$ cat src/rtl/dma_priority_if.sv
// Channel-request bus between the DMA register file / peripherals / CPU hold
// logic and the dma_priority arbiter. The arbiter uses the slave modport; the
// surrounding environment (register block, CPU hold logic, timing control)
// uses the master modport.
interface dma_priority_if #(
  parameter int NUM_CH = 4,
  parameter int CH_W   = 2
);
  logic [NUM_CH-1:0] DREQ;
  logic              DREQ_SENSE_LOW;
  logic              DACK_SENSE_HIGH;
  logic              ROT_PRIO;
  logic [NUM_CH-1:0] CH_MASK;
  logic [NUM_CH-1:0] SW_REQ;
  logic              HLDA;
  logic              SVC_DONE;
  logic              HRQ;
  logic [NUM_CH-1:0] DACK;
  logic [CH_W-1:0]   ACT_CH;
  logic              ACT_VALID;
  logic              XFER_START;
  logic [NUM_CH-1:0] SW_REQ_CLR;

  modport slave (
    input  DREQ, DREQ_SENSE_LOW, DACK_SENSE_HIGH, ROT_PRIO, CH_MASK, SW_REQ,
           HLDA, SVC_DONE,
    output HRQ, DACK, ACT_CH, ACT_VALID, XFER_START, SW_REQ_CLR
  );

  modport master (
    output DREQ, DREQ_SENSE_LOW, DACK_SENSE_HIGH, ROT_PRIO, CH_MASK, SW_REQ,
           HLDA, SVC_DONE,
    input  HRQ, DACK, ACT_CH, ACT_VALID, XFER_START, SW_REQ_CLR
  );
endinterface

$ cat src/rtl/dma_priority.sv
// 8237A-style channel request arbiter: synchronizes and qualifies DREQ,
// runs the HRQ/HLDA hold handshake, picks a channel by fixed or rotating
// priority, drives DACK and hands the winner to timing control.
// All outputs come straight from flops; each output register is loaded with
// the value matching the next FSM state so it lines up with the state change.
module dma_priority #(
  parameter int NUM_CH = 4,
  parameter int CH_W   = 2
) (
  input  logic           CLK,
  input  logic           RESET_N,
  dma_priority_if.slave  bus
);

  typedef enum logic [1:0] {
    IDLE = 2'd0,
    REQ  = 2'd1,
    SVC  = 2'd2,
    REL  = 2'd3
  } state_e;

  // One-hot decode of a channel index.
  function automatic logic [NUM_CH-1:0] ch_onehot(input logic [CH_W-1:0] ch);
    logic [NUM_CH-1:0] v;
    v     = '0;
    v[ch] = 1'b1;
    return v;
  endfunction

  // Priority search. Fixed mode starts at channel 0; rotating mode starts at
  // the pointer and wraps with plain CH_W-bit arithmetic.
  function automatic logic [CH_W-1:0] pick_winner(
    input logic [NUM_CH-1:0] p,
    input logic              rot,
    input logic [CH_W-1:0]   base
  );
    logic [CH_W-1:0] start;
    logic [CH_W-1:0] idx;
    logic [CH_W-1:0] win;
    logic            found;
    start = rot ? base : '0;
    win   = '0;
    found = 1'b0;
    for (int i = 0; i < NUM_CH; i++) begin
      idx = start + CH_W'(i);
      if (!found && p[idx]) begin
        win   = idx;
        found = 1'b1;
      end
    end
    return win;
  endfunction

  logic [NUM_CH-1:0] sync1_q;
  logic [NUM_CH-1:0] sync2_q;
  logic [NUM_CH-1:0] req_hw;
  logic [NUM_CH-1:0] pend;
  logic [CH_W-1:0]   winner;

  state_e            state_q,   state_d;
  logic [CH_W-1:0]   ptr_q,     ptr_d;
  logic [CH_W-1:0]   act_ch_q,  act_ch_d;
  logic              hrq_q,     hrq_d;
  logic              vld_q,     vld_d;
  logic              xfer_q,    xfer_d;
  logic [NUM_CH-1:0] sw_clr_q,  sw_clr_d;
  logic [NUM_CH-1:0] dack_q,    dack_d;
  logic [NUM_CH-1:0] dack_act;

  // Two-flop synchronizer for the asynchronous DREQ lines.
  always_ff @(posedge CLK) begin
    if (!RESET_N) begin
      sync1_q <= '0;
      sync2_q <= '0;
    end else begin
      sync1_q <= bus.DREQ;
      sync2_q <= sync1_q;
    end
  end

  // Polarity is applied after synchronization; software requests bypass
  // both the synchronizer and the mask.
  assign req_hw = sync2_q ^ {NUM_CH{bus.DREQ_SENSE_LOW}};
  assign pend   = (req_hw & ~bus.CH_MASK) | bus.SW_REQ;
  assign winner = pick_winner(pend, bus.ROT_PRIO, ptr_q);

  // Next-state and next-output logic for the hold/service FSM.
  always_comb begin
    state_d  = state_q;
    ptr_d    = ptr_q;
    act_ch_d = act_ch_q;
    sw_clr_d = '0;
    xfer_d   = 1'b0;
    unique case (state_q)
      IDLE: begin
        if (|pend) state_d = REQ;
      end
      REQ: begin
        if (pend == '0) begin
          state_d = IDLE;
        end else if (bus.HLDA) begin
          state_d  = SVC;
          act_ch_d = winner;
          xfer_d   = 1'b1;
        end
      end
      SVC: begin
        // Completion wins over a simultaneous bus revoke.
        if (bus.SVC_DONE) begin
          state_d  = REL;
          sw_clr_d = ch_onehot(act_ch_q) & bus.SW_REQ;
          if (bus.ROT_PRIO) ptr_d = act_ch_q + CH_W'(1);
        end else if (!bus.HLDA) begin
          state_d = REL;
        end
      end
      REL: begin
        if (!bus.HLDA) state_d = IDLE;
      end
      default: state_d = IDLE;
    endcase

    hrq_d    = (state_d == REQ) || (state_d == SVC);
    vld_d    = (state_d == SVC);
    dack_act = vld_d ? ch_onehot(act_ch_d) : '0;
    dack_d   = bus.DACK_SENSE_HIGH ? dack_act : ~dack_act;
  end

  // State and registered outputs; DACK reset level follows the current
  // DACK polarity so the line is inactive from the first cycle.
  always_ff @(posedge CLK) begin
    if (!RESET_N) begin
      state_q  <= IDLE;
      ptr_q    <= '0;
      act_ch_q <= '0;
      hrq_q    <= 1'b0;
      vld_q    <= 1'b0;
      xfer_q   <= 1'b0;
      sw_clr_q <= '0;
      dack_q   <= {NUM_CH{~bus.DACK_SENSE_HIGH}};
    end else begin
      state_q  <= state_d;
      ptr_q    <= ptr_d;
      act_ch_q <= act_ch_d;
      hrq_q    <= hrq_d;
      vld_q    <= vld_d;
      xfer_q   <= xfer_d;
      sw_clr_q <= sw_clr_d;
      dack_q   <= dack_d;
    end
  end

  assign bus.HRQ        = hrq_q;
  assign bus.DACK       = dack_q;
  assign bus.ACT_CH     = act_ch_q;
  assign bus.ACT_VALID  = vld_q;
  assign bus.XFER_START = xfer_q;
  assign bus.SW_REQ_CLR = sw_clr_q;

endmodule
$ cat src/flat_wrapper.sv
// flat-port wrapper written by rule: the top's interface ports become plain ports
module dma_priority_flat 
#(
  parameter int NUM_CH = 4,
  parameter int CH_W   = 2
)
  (CLK, RESET_N, bus_DREQ, bus_DREQ_SENSE_LOW, bus_DACK_SENSE_HIGH, bus_ROT_PRIO, bus_CH_MASK, bus_SW_REQ, bus_HLDA, bus_SVC_DONE, bus_HRQ, bus_DACK, bus_ACT_CH, bus_ACT_VALID, bus_XFER_START, bus_SW_REQ_CLR);
  dma_priority_if #(.NUM_CH(NUM_CH), .CH_W(CH_W)) bus_i ();
  input  logic CLK;
  input  logic RESET_N;
  input wire logic [$bits(bus_i.DREQ)-1:0] bus_DREQ;
  input wire logic [$bits(bus_i.DREQ_SENSE_LOW)-1:0] bus_DREQ_SENSE_LOW;
  input wire logic [$bits(bus_i.DACK_SENSE_HIGH)-1:0] bus_DACK_SENSE_HIGH;
  input wire logic [$bits(bus_i.ROT_PRIO)-1:0] bus_ROT_PRIO;
  input wire logic [$bits(bus_i.CH_MASK)-1:0] bus_CH_MASK;
  input wire logic [$bits(bus_i.SW_REQ)-1:0] bus_SW_REQ;
  input wire logic [$bits(bus_i.HLDA)-1:0] bus_HLDA;
  input wire logic [$bits(bus_i.SVC_DONE)-1:0] bus_SVC_DONE;
  output wire logic [$bits(bus_i.HRQ)-1:0] bus_HRQ;
  output wire logic [$bits(bus_i.DACK)-1:0] bus_DACK;
  output wire logic [$bits(bus_i.ACT_CH)-1:0] bus_ACT_CH;
  output wire logic [$bits(bus_i.ACT_VALID)-1:0] bus_ACT_VALID;
  output wire logic [$bits(bus_i.XFER_START)-1:0] bus_XFER_START;
  output wire logic [$bits(bus_i.SW_REQ_CLR)-1:0] bus_SW_REQ_CLR;
  assign bus_i.DREQ = bus_DREQ;
  assign bus_i.DREQ_SENSE_LOW = bus_DREQ_SENSE_LOW;
  assign bus_i.DACK_SENSE_HIGH = bus_DACK_SENSE_HIGH;
  assign bus_i.ROT_PRIO = bus_ROT_PRIO;
  assign bus_i.CH_MASK = bus_CH_MASK;
  assign bus_i.SW_REQ = bus_SW_REQ;
  assign bus_i.HLDA = bus_HLDA;
  assign bus_i.SVC_DONE = bus_SVC_DONE;
  assign bus_HRQ = bus_i.HRQ;
  assign bus_DACK = bus_i.DACK;
  assign bus_ACT_CH = bus_i.ACT_CH;
  assign bus_ACT_VALID = bus_i.ACT_VALID;
  assign bus_XFER_START = bus_i.XFER_START;
  assign bus_SW_REQ_CLR = bus_i.SW_REQ_CLR;
  dma_priority #(.NUM_CH(NUM_CH), .CH_W(CH_W)) u_core (.CLK(CLK), .RESET_N(RESET_N), .bus(bus_i));
endmodule
$ cat config.mk
export PLATFORM = sky130hd
export DESIGN_NAME = dma_priority_flat
export DESIGN_NICKNAME = d
export VERILOG_FILES = /design/src/rtl/dma_priority_if.sv /design/src/rtl/dma_priority.sv /design/src/flat_wrapper.sv
export SDC_FILE = /design/constraint.sdc
export NUM_CORES = 1
export LEC_CHECK = 0
export CORE_MARGIN = 8
export CORE_UTILIZATION = 51
export CTS_BUF_LIST = sky130_fd_sc_hd__clkbuf_8 sky130_fd_sc_hd__clkbuf_16
export DETAILED_ROUTE_END_ITERATION = 16
export PLACE_DENSITY = 0.93
export SKIP_CTS_REPAIR_TIMING = 1
export SYNTH_ARGS = -nofsm -noshare
export SYNTH_HDL_FRONTEND = slang
export SYNTH_SLANG_ARGS = --single-unit
export TNS_END_PERCENT = 50
$ cat constraint.sdc
create_clock -name CLK -period 4.6 [get_ports CLK]
set_clock_uncertainty 0.05 [all_clocks]
set_input_delay 0.92 -clock CLK [delete_from_list [all_inputs] [get_ports CLK]]
set_output_delay 0.92 -clock CLK [all_outputs]
set_load 0.02 [all_outputs]
; Word-level counts from Yosys, hierarchy flattened
; Cells that the tools add are included.
[totals]
register_bits = 25
latch_bits = 0
ram_bits = 0
romBits = 0
input_bits = 19
output_inout_bits = 13
word_cells = 85
memories = 0
[classes]
n_addsub = 4
multipliers = 0
div_mod_pow = 0
n_lt_le_gt_ge = 8
eq_ne = 5
n_shift = 0
muxes = 34
bitwise = 9
n_reduce_logical = 15
[op_table]
columns = operator, n
row1 = 2-bit two-way mux, 14
row2 = "2-bit by 3-bit less-than comparator with 1-bit output, second input constant", 6
row3 = 4-bit two-way mux, 3
row4 = 1-bit two-way mux, 10
row5 = 4-bit bitwise AND, 2
row6 = 1-bit binary-select mux with 2-bit select, 4
row7 = 4-bit NOT, 2
row8 = 2-bit one-hot mux with 4 select lines, 1
row9 = "2-bit equality test, second input constant", 3
row10 = 3-bit AND reduction, 2
row11 = 1-bit logical AND, 5
row12 = "2-bit by 1-bit adder with 2-bit output, second input constant", 2
row13 = "2-bit adder, second input constant", 2
row14 = 1-bit demux with 2-bit select, 2
row15 = "2-bit by 1-bit equality test with 1-bit output, second input constant", 2
row16 = "2-bit by 1-bit greater-or-equal comparator with 1-bit output, second input constant", 2
row17 = 4-bit zero test, 1
row18 = 4-bit OR, 1
row19 = 4-bit OR reduction, 1
row20 = 4-bit XOR, 1
row21 = 1-bit zero test, 3
row22 = 1-bit NOT, 3
row23 = 3-bit OR reduction, 1
row24 = 2-bit zero test, 1
row25 = 1-bit logical OR, 1

; Depth between registers and ports, before layout
; Gate-level depths: netlist (run 1).
[logic_depth]
word_depth = 26
mapped_depth = 10
mapped_depth_nobuf = 10

; Least setup slack after synthesis (run 1)
; No wires, ideal clock.
[synth_path]
path_kind = in2reg
from = input port bus_DREQ_SENSE_LOW
to = register u_core.dack_q[2], in the netlist u_core.bus.DACK[2]
setup_ns = 0.124
arrival_time_ns = 2.458
t_required_ns = 4.426
setup_slack_ns = 1.968
path_stages = 10
n_path_buf = 0
cell_sequence = xor2_1 > a21oi_2 > nand4_1 > a21oi_1 > nor2_1 > ha_1 > nand2_1 > inv_1 > and3_2 > xnor2_1
[synth_via]
elab_cells_between_ends = 42
classes_between = 2 x order compare / 1 x eq/ne / 26 x mux / 4 x bitwise / 9 x reduce/logical
[synth_lines]
columns = item, line_no
row1 = start: declaration, flat_wrapper.sv:12  ; input wire logic [$bits(bus_i.DREQ_SENSE_LOW)-1:0] bus_DREQ_SENSE_LOW;
row2 = 4-bit XOR (*), dma_priority.sv:83  ; assign req_hw = sync2_q ^ {NUM_CH{bus.DREQ_SENSE_LOW}};
row3 = 4-bit bitwise AND (*), dma_priority.sv:84  ; assign pend = (req_hw & ~bus.CH_MASK) | bus.SW_REQ;
row4 = 4-bit OR (*), dma_priority.sv:84
row5 = 4-bit zero test / 4-bit OR reduction (equally long branches), "dma_priority.sv:99, dma_priority.sv:96"
row6 = 2-bit two-way mux (on tied branches), "dma_priority.sv:99, dma_priority.sv:96"
row7 = 2-bit one-hot mux with 4 select lines (*), dma_priority.sv:94  ; unique case (state_q)
row8 = named net u_core.state_d[1], dma_priority.sv:60  ; state_e state_q, state_d;
row9 = 2-bit equality test (*), dma_priority.sv:124  ; vld_d = (state_d == SVC);
row10 = named net u_core.vld_d, dma_priority.sv:64  ; logic vld_q, vld_d;
row11 = 4-bit two-way mux (*), dma_priority.sv:125  ; dack_act = vld_d ? ch_onehot(act_ch_d) : '0;
row12 = 4-bit NOT, dma_priority.sv:126  ; dack_d = bus.DACK_SENSE_HIGH ? dack_act : ~dack_act;
row13 = 4-bit two-way mux (*), dma_priority.sv:126
row14 = 4-bit two-way mux (*), dma_priority.sv:132  ; if (!RESET_N) begin
row15 = end signal: assignment, dma_priority.sv:140  ; dack_q <= {NUM_CH{~bus.DACK_SENSE_HIGH}};
row16 = end signal: assignment, dma_priority.sv:149  ; dack_q <= dack_d;
row17 = end: declaration, dma_priority.sv:67  ; logic [NUM_CH-1:0] dack_q, dack_d;
; The timed path passes the listed nets; every way through them passes the cells marked *. The select of a mux whose other input is x is not followed.
; A chain may end at the register's enable or synchronous reset.

; Worst setup path in the final report (run 1)
; Same ends and word-level chain as after synthesis.

==> results of run 1 <==
-- through the flow --
step | instance area [um^2] | power [W] | instances
CTS | 1580 | 0.000461 | 180
global placement | 1530 | 0.000333 | 176
global route | 1580 | 0.000479 | 180
floorplan | 1230 | 0.000299 | 120
finish | 1580 | 0.000458 | 180
detailed placement | 1530 | 0.000337 | 176
-- sequential cells by signal (all words and copies together), names as in the netlist, 2 cells and up --
register / flops
u_core.state_q: 2
u_core.bus.SW_REQ_CLR: 4
u_core.sync2_q: 4
u_core.ptr_q: 2
u_core.sync1_q: 4
u_core.bus.DACK: 4
u_core.bus.ACT_CH: 2
-- report_power, final --
part,switching (W),internal (W)
clock network,0.0000660,0.0000597
registers,0.00000736,0.000228
logic,0.0000490,0.0000483
total,0.000122,0.000336
-- kinds of logic (layout without fill, tap and decap cells) --
group           after synthesis  after routing  synth area share, %
simple gates                 45             45                 21.5
flops                        25             25                 40.8
compound gates               23             23                 17.8
xor+xnor                      9              9                 6.43
buf+inv                       9             41                 5.10
fa+ha+maj                     5              5                 5.10
mux                           4              4                 3.27
-- cell type report --
class,count,area [um^2]
timing repair buffer,31,310
tap,28,35.0
fill,174,657
multi-input combinational,86,663
sequential,25,500
clock buffer,3,41.3
inverter,6,22.5
clock inverter,1,3.75
-- metal layers --
metal,up-vias,wire length (um),track usage (%)
li1,480,-,-
met2,49,1450,26.1
met3,9,214,4.30
met1,477,1140,14.2
met4,0,54,4.90
met5,-,0,0
-- cell usage after synthesis, drive strengths merged --
library cell  number
o311ai             1
a211oi             1
and3               8
o2bb2ai            1
nand4              2
a41oi              1
o211ai             2
a21oi              4
o21bai             2
o22ai              3
nor2b              3
and2b              1
nor3               3
inv                6
and2              10
ha                 5
nor3b              3
a31oi              2
o21ai              3
o21ba              2
bufbuf             1
nand3              2
buf                1
o31ai              1
xor2               3
nor2               7
xnor2              6
dfxtp             25
nand2              6
mux2i              4
clkbuf             1
-- final timing paths --
path	from	endpoint	slack [ns]	cells after the start
max reg2reg	u_core.sync2_q[2]$_SDFF_PN0_	u_core.bus.DACK[2]$_DFF_P_	2.30	10
min reg2reg	u_core.sync1_q[2]$_SDFF_PN0_	u_core.sync2_q[2]$_SDFF_PN0_	0.40	1
min	u_core.sync1_q[2]$_SDFF_PN0_	u_core.sync2_q[2]$_SDFF_PN0_	0.40	1
max	bus_DREQ_SENSE_LOW	u_core.bus.DACK[2]$_DFF_P_	1.40	11
==> metrics, run 1 <==
status=completed; CTS sink cnt=25; antenna-violating nets left=0; Routed WL=2860 um; clock tree buffer depth=2; grt ovf=0; Max VDD drop=197 uV; critical path class=input port to flop; CP delay by family, top=compound AO/OA/AOI/OAI gates; Syn Nets=144; Rel. slew slack=68.8%; Slew @ Worst Pin=0.468 ns; FF+latch count, synth=25; Num CTS Buffers=3; Pre-Repair DR Iteration Count=4; Setup TNS=0 ns; Slew Viols, Final=0; Starting DRT DRC Count=34; post-synth top area share=40.8%; Final period util=69.7%; Yosys top cell by area=dfxtp_1; post-detailed-placement half-perimeter wirelength=2250 um; maximum clock rate=312 MHz; antenna violations before repair=0; pwr/cell area=291 mW/mm^2; port buffer count=31; share of layout cells above drive strength 1=11.8%; Clk pin slew, worst setup/hold paths=0.08 ns; latest clock arrival within the worst-skew pair=0.27 ns; Min-Delay Path Class=flop to flop; synth warn=0; Routed WL per cell=15.9 um; Post-Route Utilization=70.6%; vias in the first global route=1044; Worst setup SP type=input port; Finish-stage setup viols=0; Total GRT Usage=13.9%; RSZ-0062 raised after global routing=false; top post-synthesis cells by area=dfxtp_1, ha_1, and2_1, xnor2_1, and3_1; Buf/Inv on CP=2; total die area=0.00423 mm^2; Syn Std Cell Area=0.00123 mm^2; synth unique cells=39; Cell Chain, Critical Path=clkdlybuf4s50_1 > xor2_1 > a21oi_2 > nand4_1 > a21oi_1 > nor2_1 > ha_1 > nand2_1 > inv_1 > and3_2 > xnor2_1; pin count of the biggest net entering global routing=14; worst path required time=4.70 ns; Root Buffer=clkbuf_8; Initial Util=54.9%; Core Region=0.00223 mm^2; most common cell after layout, fill and taps aside=clkdlybuf4s50_1; DP Worst Slack=1.13 ns; Total Nets Final=177; max cap viols=0; Leak=0.641 nW; H-tree depth=1; Layout area overhead=28.6%; Via density=5.64; CTS tree=done; setup slack after layout=1.40 ns; syn_area_per_cell=10.2 um^2; final hold vios=0; commonest non-fill, non-tap cells in the layout=clkdlybuf4s50_1, dfxtp_1, and2_1; # diodes=0; IO Pins=32; crit path time final=3.20 ns; critical path's slowest cell=clkdlybuf4s50_1; CP max FO=9; Cell Rows=17; Die Ht=65.0 um; crit end category=flop; via count=1015; RD Place Congestion=0.927; die width=65.0 um; first-pass GRT wire length=4710 um; crit-path max cell delay=0.50 ns; drt drc=0; worst path arrival time=3.31 ns; hold_ws=0.397 ns; Synth Instances=120; sequential share of the synthesized area=40.8%
(Power assumes the default switching activity.)
==> run 2: changes to the inputs <==
--- a/config.mk
+++ b/config.mk
@@ -6,10 +6,10 @@
 export NUM_CORES = 1
 export LEC_CHECK = 0
 export CORE_MARGIN = 8
-export CORE_UTILIZATION = 51
+export CORE_UTILIZATION = 47
 export CTS_BUF_LIST = sky130_fd_sc_hd__clkbuf_8 sky130_fd_sc_hd__clkbuf_16
 export DETAILED_ROUTE_END_ITERATION = 16
-export PLACE_DENSITY = 0.93
+export PLACE_DENSITY = 0.88
 export SKIP_CTS_REPAIR_TIMING = 1
 export SYNTH_ARGS = -nofsm -noshare
 export SYNTH_HDL_FRONTEND = slang
==> constraint.sdc (replaced) <==
create_clock -name CLK -period 3.1 [get_ports CLK]
set_clock_uncertainty 0.05 [all_clocks]
set_input_delay 0.62 -clock CLK [delete_from_list [all_inputs] [get_ports CLK]]
set_output_delay 0.62 -clock CLK [all_outputs]
set_load 0.02 [all_outputs]
==> run 2 against run 1 <==
  * Combinational power rose by 51%
  * Via count is 2.2% lower
  * Largest power group unchanged
  * Routed wire length fell by 5.3%
  * Utilization is 6.2 points lower
  * Setup slack got worse by 1.0 ns
==> metrics, run 2 (synthesized netlist as in run 1, its figures left out) <==
Cell Rows=18 (+1); antenna violations before repair=0 (unchanged); share of layout cells above drive strength 1=13.6% (+1.8 points); Worst setup SP type=input port; grt ovf=0 (unchanged); Routed WL=2700 um (-5.3%); Placed Area=0.00155 mm^2 (+1.1%); Root Buffer=clkbuf_8; Psw=0.000183 W (+50%); Initial Util=49.5% (-5.4 points); Slew @ Worst Pin=0.389 ns (-0.0786 ns); crit path time final=2.71 ns; maximum clock rate=369 MHz; Sw Ratio=26.7% (+0.047 points); clock share of power=27.7% (+0.3 points); crit-path max cell delay=0.52 ns (+0.02 ns); Fillers=212 (+22%); crit end category=flop; Die Ht=67.1 um (+3.1%); most common cell after layout, fill and taps aside=clkdlybuf4s50_1; port buffer count=31 (unchanged); DP Cell Count=180 (+2.3%); Combinational Power Share=21.4% (+0.2 points); Final period util=87.3%; Num CTS Buffers=3 (unchanged); Post-Route Utilization=64.4% (-6.2 points); Crit path top cell by count=xnor2_1; Pint=0.000503 W (+50%); Leak=0.649 nW (+1.3%); # diodes=0 (unchanged); GR met2 Demand/Resource=23.4% (-2.7 points); via count=993 (-2.2%); Rel. slew slack=74.0% (+5.2 points); CP delay by family, top=buffers and inverters; die width=67.1 um (+3.1%); Routed WL per cell=14.7 um (-7.4%); Layout area overhead=30.1%; worst path arrival time=2.82 ns (-0.49 ns); pwr/cell area=430 mW/mm^2 (+48%); worst path required time=3.21 ns (-1.49 ns); IO Pins=32 (unchanged); latest clock arrival within the worst-skew pair=0.26 ns (about the same); total die area=0.00450 mm^2 (+6.4%); max cap viols=0 (unchanged); CTS sink cnt=25 (unchanged); status=completed; H-tree depth=1 (unchanged); non-filler cells, final=184 (+2.2%); clock tree buffer depth=2 (unchanged); Total GRT Usage=13.1% (-0.82 points); met3 Track Usage GR=5.03% (+0.74 points); DP Worst Slack=0.124 ns (-1.00 ns); CTS tree=done; vias in the first global route=1009 (-3.4%); Cell Chain, Critical Path=clkdlybuf4s50_1 > xnor2_1 > o21ba_4 > nand4_1 > a21oi_1 > nor2_1 > ha_1 > nand2_1 > inv_1 > and3_2 > xnor2_1; pin count of the biggest net entering global routing=15 (+1); RD Place Congestion=0.941 (+1.5%); Sequential Power Share=50.9% (-0.5 points); Starting DRT DRC Count=19 (-44%); antenna-violating nets left=0 (unchanged); post-route design area=0.00160 mm^2 (+1.2%); Pre-Repair DR Iteration Count=4 (unchanged); first-pass GRT wire length=4620 um (-1.7%); Clk pin slew, worst setup/hold paths=0.09 ns (about the same); GRT busiest layer=met2; met1 Usage GRT=12.7% (-1.5 points); Finish-stage setup viols=0 (unchanged); final hold vios=0 (unchanged); critical path's slowest cell=clkdlybuf4s50_1; Total Nets Final=179 (+1.1%); Via density=5.40 (-4.3%); RSZ-0062 raised after global routing=false; Max VDD drop=312 uV (+58%); Slew Viols, Final=0 (unchanged); Core Region=0.00248 mm^2 (+11%); Setup TNS=0 ns (unchanged); Buf/Inv on CP=2 (unchanged); setup slack after layout=0.394 ns (-1.00 ns); post-detailed-placement half-perimeter wirelength=2120 um (-5.9%); CP max FO=4 (-5); Min-Delay Path Class=flop to flop; commonest non-fill, non-tap cells in the layout=clkdlybuf4s50_1, dfxtp_1, and2_1; critical path class=input port to flop; drt drc=0 (unchanged)
run 2: cell count changes in the layout (fill, tap and decap cells not counted):
cell      previous run  this run
buf_4                0         2
clkinv_2             0         1
inv_1                7         6
run 2: power by group through the flow:
stage,clock (W),combinational [W],sequential [W]
2_1_floorplan,0,0.0000767,0.000366
3_3_place_gp,0,0.000141,0.000356
3_5_place_dp,0,0.000145,0.000357
4_1_cts,0.000197,0.000147,0.000349
5_1_grt,0.000207,0.000159,0.000351
6_report,0.000190,0.000147,0.000349
run 2: per-stage QoR:
step | power [W] | hold slack (ns)
finish | 0.000686 | 0.391
global route | 0.000718 | 0.401
CTS | 0.000693 | 0.393
detailed placement | 0.000502 | 0.369
global placement | 0.000497 | 0.364
floorplan | 0.000443 | 0.362
run 2: per-layer routing:
metal  routed length, um  up-vias
li1                    -      486
met1                1030      467
met2                1420       29
met3                 180       11
met4                  74        0
met5                   0        -
run 2: worst paths after layout:
check	start	endpoint	slack [ns]	cells after the start
setup reg to reg	u_core.sync2_q[3]$_SDFF_PN0_	u_core.bus.DACK[2]$_DFF_P_	1.02	10
hold reg to reg	u_core.sync1_q[2]$_SDFF_PN0_	u_core.sync2_q[2]$_SDFF_PN0_	0.39	1
setup / recovery	bus_DREQ_SENSE_LOW	u_core.bus.DACK[2]$_DFF_P_	0.39	11
hold / removal	u_core.sync1_q[2]$_SDFF_PN0_	u_core.sync2_q[2]$_SDFF_PN0_	0.39	1
run 2: area by class of cell:
class | count | area [um^2] | share of cell area, %
sequential | 25 | 500 | 31.4
tap | 30 | 37.5 | 2.35
timing repair buffer | 33 | 325 | 20.4
multi-input combinational | 86 | 663 | 41.6
inverter | 6 | 22.5 | 1.41
clock inverter | 1 | 5.00 | 0.314
clock buffer | 3 | 41.3 | 2.59
